===== config.mk =====
export PLATFORM = sky130hd
export DESIGN_NAME = mips_prog_loader
export DESIGN_NICKNAME = d
export VERILOG_FILES = /design/src/rtl/mips_prog_loader.sv
export SDC_FILE = /design/constraint.sdc
export NUM_CORES = 1
export LEC_CHECK = 0
export BUFFER_PORTS_ARGS = -buffer_cell sky130_fd_sc_hd__buf_2
export CORE_MARGIN = 2
export CORE_UTILIZATION = 30
export DETAILED_ROUTE_END_ITERATION = 12
export PLACE_DENSITY = 0.47
export SLEW_MARGIN = 20
export SYNTH_ARGS = -nofsm -noshare
export SYNTH_HDL_FRONTEND = slang
export SYNTH_SLANG_ARGS = --single-unit

===== constraint.sdc =====
create_clock -name clk1 -period 2.5 [get_ports clk1]
set_input_delay 0.25 -clock clk1 [delete_from_list [all_inputs] [get_ports clk1]]
set_output_delay 0.25 -clock clk1 [all_outputs]
set_load 0.005 [all_outputs]

===== src/rtl/mips_prog_loader.sv =====
// mips_prog_loader: byte-stream instruction loader for pipe_MIPS32.
// Accepts LEN_HI, LEN_LO (word count N) and then 4*N payload bytes, MSB first.
// Each assembled big-endian word is written to instruction memory at BASE_ADDR+index.
// The core is held while the load runs and is then released with a one-cycle start pulse.
// Optional feature macro: LOADER_CHECKSUM_EN. When it is defined, one checksum byte
// follows the payload. It must equal the XOR of all payload bytes, or the load is rejected.
module mips_prog_loader #(
    parameter int ADDR_W    = 10,
    parameter int BASE_ADDR = 0,
    parameter int MAX_WORDS = 1024
) (
    input  logic              clk1,
    input  logic              reset,
    input  logic              in_valid,
    input  logic [7:0]        in_data,
    output logic              in_ready,
    output logic              mem_we,
    output logic [ADDR_W-1:0] mem_addr,
    output logic [31:0]       mem_wdata,
    output logic              cpu_hold,
    output logic              cpu_start,
    output logic              load_done,
    output logic              load_err,
    output logic [15:0]       words_loaded
);

    localparam logic [2:0] S_IDLE   = 3'd0;
    localparam logic [2:0] S_LEN_LO = 3'd1;
    localparam logic [2:0] S_DATA   = 3'd2;
    localparam logic [2:0] S_CHK    = 3'd3;
    localparam logic [2:0] S_FLUSH  = 3'd4;
    localparam logic [2:0] S_START  = 3'd5;
    localparam logic [2:0] S_DONE   = 3'd6;
    localparam logic [2:0] S_ERR    = 3'd7;

    logic [2:0]        state_q, state_d;
    logic [15:0]       len_q, len_d;
    logic [1:0]        bcnt_q, bcnt_d;
    logic [23:0]       asm_q, asm_d;
    logic              we_q, we_d;
    logic [ADDR_W-1:0] addr_q, addr_d;
    logic [31:0]       wdata_q, wdata_d;
    logic [15:0]       words_q, words_d;
`ifdef LOADER_CHECKSUM_EN
    logic [7:0]        chk_q, chk_d;
`endif

    // Output decode: handshake, hold and status depend only on the current state.
    always_comb begin
        in_ready     = (state_q == S_IDLE) || (state_q == S_LEN_LO) ||
                       (state_q == S_DATA) || (state_q == S_CHK);
        cpu_hold     = !((state_q == S_START) || (state_q == S_DONE));
        cpu_start    = (state_q == S_START);
        load_done    = (state_q == S_DONE);
        load_err     = (state_q == S_ERR);
        mem_we       = we_q;
        mem_addr     = addr_q;
        mem_wdata    = wdata_q;
        words_loaded = words_q;
    end

    // Next-state logic: length parse, word assembly, write generation and the release sequence.
    // When in_ready is high, in_valid alone marks a transfer.
    always_comb begin
        state_d = state_q;
        len_d   = len_q;
        bcnt_d  = bcnt_q;
        asm_d   = asm_q;
        we_d    = 1'b0;
        addr_d  = addr_q;
        wdata_d = wdata_q;
        words_d = words_q;
`ifdef LOADER_CHECKSUM_EN
        chk_d   = chk_q;
`endif
        case (state_q)
            S_IDLE: begin
                if (in_valid) begin
                    len_d   = {in_data, 8'h00};
                    state_d = S_LEN_LO;
                end
            end
            S_LEN_LO: begin
                if (in_valid) begin
                    len_d = {len_q[15:8], in_data};
                    if ((len_d == 16'd0) || ({16'd0, len_d} > 32'(MAX_WORDS)))
                        state_d = S_ERR;
                    else
                        state_d = S_DATA;
                end
            end
            S_DATA: begin
                if (in_valid) begin
                    asm_d  = {asm_q[15:0], in_data};
                    bcnt_d = bcnt_q + 2'd1;
`ifdef LOADER_CHECKSUM_EN
                    chk_d  = chk_q ^ in_data;
`endif
                    if (bcnt_q == 2'd3) begin
                        we_d    = 1'b1;
                        wdata_d = {asm_q, in_data};
                        addr_d  = ADDR_W'(BASE_ADDR) + ADDR_W'(words_q);
                        words_d = words_q + 16'd1;
                        if (words_d == len_q) begin
`ifdef LOADER_CHECKSUM_EN
                            state_d = S_CHK;
`else
                            state_d = S_FLUSH;
`endif
                        end
                    end
                end
            end
`ifdef LOADER_CHECKSUM_EN
            S_CHK: begin
                if (in_valid)
                    state_d = (in_data == chk_q) ? S_START : S_ERR;
            end
`endif
            // FLUSH keeps in_ready low for a cycle so the last write lands before release.
            S_FLUSH: state_d = S_START;
            S_START: state_d = S_DONE;
            default: state_d = state_q;
        endcase
    end

    // Control and output registers, all returned to their reset values on reset.
    always_ff @(posedge clk1) begin
        if (reset) begin
            state_q <= S_IDLE;
            len_q   <= 16'd0;
            bcnt_q  <= 2'd0;
            we_q    <= 1'b0;
            addr_q  <= ADDR_W'(BASE_ADDR);
            wdata_q <= 32'd0;
            words_q <= 16'd0;
`ifdef LOADER_CHECKSUM_EN
            chk_q   <= 8'd0;
`endif
        end else begin
            state_q <= state_d;
            len_q   <= len_d;
            bcnt_q  <= bcnt_d;
            we_q    <= we_d;
            addr_q  <= addr_d;
            wdata_q <= wdata_d;
            words_q <= words_d;
`ifdef LOADER_CHECKSUM_EN
            chk_q   <= chk_d;
`endif
        end
    end

    // The byte assembler needs no reset: the byte counter decides when its contents are used.
    always_ff @(posedge clk1) begin
        asm_q <= asm_d;
    end

endmodule


==> results.py <==
metrics = {
    "status": {
        "status": "complete, no violations",
    },
    "placed_design": {
        "numPortBuffers": 74,
        "dpl_worst_slack_ns": 0.0755,
        "dp_hpwl_um": 7560,
        "place_congestion": 0.848,
    },
    "yosys": {
        "synthCells": 486,
        "netlist_area_mm2": 0.00433,
        "avgSynthCellArea_um2": 8.91,
        "yosys.area.top_type": "dfxtp_1",
        "synth_top_area_share_pct": 37.0,
        "synth.cells.most_frequent": "nand2_1 (121), dfxtp_1 (80), a21oi_1 (64), nor2_1 (32), xnor2_1 (27)",
        "synth_edf_count": 24,
        "yosysSeqAreaShare_pct": 53.6,
        "synth_nets": 499,
        "yosysWarnings": 0,
        "ys.flop_type": "dfxtp_1",
        "synth.area.top_cells": "dfxtp_1 (37%), edfxtp_1 (17%), nand2_1 (10%), a21oi_1 (7.4%), xnor2_1 (5.5%)",
        "synth_cell_types": 50,
        "synth_most_common_cell": "nand2_1",
        "synthArstFlopShare_pct": 0,
        "ys_ff_latch": 104,
    },
    "sta": {
        "relSlewSlack_pct": 56.7,
        "clock-skew-final_ns": 0.00642,
        "finalCritPeriodShare_pct": 93.6,
        "finalHoldViolCount": 0,
        "finalWorstSetupSlack_ns": 0.159,
        "timing.fmax_mhz": 427,
        "period_needed_ns": 2.34,
        "worst_pin_slew_ns": 0.650,
        "setup_viol": 0,
        "slew_violations": 0,
    },
    "detailed_routing": {
        "routedWlPerCell_um": 14.6,
        "vias_per_cell": 4.75,
        "firstDrtPassIters": 5,
        "drtIter0Drc": 216,
        "drt_wl_total_um": 10800,
        "vias": 3519,
        "ant_nets": 0,
        "drcViolationCount": 0,
    },
    "global_route": {
        "grt_max_degree": 52,
        "grtUsageTotal_pct": 14.8,
        "overflow": 0,
        "grt_first_pass_wirelength_um": 17300,
        "grt_pass1_vias": 3241,
        "antenna_found_initial": 0,
    },
    "critical_path": {
        "worst-path-buf-inv": 0,
        "startpoint_type": "flop",
        "ff2ff_path_depth": 6,
        "slowest_delay_ns": 0.48,
        "cp_max_fo": 7,
        "cp_num_cells": 6,
        "crit_chain": "and4_1 > nand4_1 > xnor2_1 > a2111oi_0 > nor4b_4 > a211oi_1",
        "cp_top_family": "simple AND/OR/NAND/NOR gates",
        "critPathRequiredTime_ns": 2.71,
        "worst_setup_path_end_kind": "flop",
        "worstSetupPathType": "reg -> reg",
        "worstPathArrival_ns": 2.55,
        "worst_path_max_delay_cell": "a2111oi_0",
    },
    "hold_path": {
        "worst_hold_path_type": "in -> reg",
        "hold_depth": 1,
    },
    "die": {
        "coreArea_mm2": 0.0140,
        "die_h_um": 124,
        "rows": 43,
        "die_area_mm2": 0.0154,
        "die_w_um": 124,
        "initial_core_util_pct": 31.0,
        "pin_count": 75,
    },
    "cts": {
        "clk_path_buf_depth": 2,
        "cts_buffers": 9,
        "cts-root-buf": "clkbuf_16",
        "cts.clk_slew.worst_paths_ns": 0.07,
        "cts.sinks": 104,
        "cts_tree": "done",
        "clk_latency_ns": 0.35,
        "htree_levels": 3,
    },
    "cells_and_area": {
        "area_growth_pct": 21.9,
        "num-nets-final": 569,
        "drive_above_1_share_pct": 21.4,
        "antenna_cells": 0,
    },
    "power_and_ir_drop": {
        "power.density_mw_per_mm2": 642,
        "peakVddDrop_v": 0.000311,
        "power_leakage_uw": 0.00194,
        "total_power_uw": 3390,
    },
    "flow_run": {
        "drv_cap": 0,
    },
}
-- cell families (layout without fill, tap and decap cells) --
logic type / after synthesis / after routing / share of synthesized area [%]
multiplexers: 2 / 2 / 0.462
flip-flops: 104 / 104 / 53.6
adder cells (fa/ha/maj): 2 / 2 / 0.578
AO/OA/AOI/OAI: 89 / 89 / 11.8
buffers and inverters: 39 / 114 / 4.04
XOR/XNOR: 34 / 34 / 6.88
AND/OR/NAND/NOR: 216 / 216 / 22.6
-- layer usage --
metal | vias to the layer above | track usage, % | share of wire (%)
met5 | - | 0 | 0
met4 | 0 | 7.09 | 2.2
met3 | 16 | 2.84 | 4.1
met2 | 64 | 21.7 | 44
met1 | 1642 | 20.8 | 50
li1 | 1797 | - | -
-- sequential cells by signal, summed over array words and instances (netlist names) --
name and count:
words_loaded 16, mem_addr 10, mem_wdata 32, state_q 3, mem_we 1, asm_q 24, len_q 16, bcnt_q 2
-- where the power goes --
part | switching (uW) | leakage (uW) | internal, uW
Clock | 620 | 0.000137 | 783
Sequential | 36.5 | 0.000865 | 1750
Combinational | 123 | 0.000940 | 76.2
Total | 779 | 0.00194 | 2610
-- placed cells by master, fill, tap and decap left out, types with 4 or more instances in the layout --
cell,n
nand2_1,121
dfxtp_1,77
buf_2,74
a21oi_1,64
nor2_1,32
xnor2_1,27
edfxtp_1,24
nand3_1,18
buf_4,18
clkbuf_16,9
xor2_1,7
nor4_1,6
nor3_1,5
nand4_1,5
o21ai_0,5
nand2b_1,4
or4_1,4
-- cell type report --
cell class                      instances  area [um2]
Clock buffer                           12         236
Clock inverter                          4        55.1
Fill cell                            1434        8710
Inverter                                3        11.3
Multi-Input combinational cell        343        1860
Sequential cell                       104        2330
Tap cell                              180         225
Timing Repair Buffer                   95         566
-- path summary, 6_finish.rpt --
check / from / to / slack [ns]
worst max-delay path: words_loaded[3] / state_q[1] / 0.16
worst min-delay path: in_data[1] / asm_q[1] / 0.16
worst max register to register: words_loaded[3] / state_q[1] / 0.16
worst min register to register: asm_q[7] / asm_q[15] / 0.45
-- per-stage QoR --
step	cell area [um2]	util (%)	hold slack (ns)	cells	setup TNS (ns)
2_1_floorplan	4330	-	0.349	486	0
3_3_place_gp	4960	35.4	0.435	723	0
3_5_place_dp	4960	35.4	0.434	723	0
4_1_cts	5250	37.5	0.150	739	0
5_1_grt	5280	37.7	0.150	741	-0.0967
6_report	5280	37.7	0.163	741	0
-- what timing repair did --
action	4_1_cts	5_1_grt
buffers inserted	0	2
setup endpoints to repair	0	2
gates resized for setup	0	4
hold buffers	0	0
Note: power is estimated with default switching activity, not from simulation.
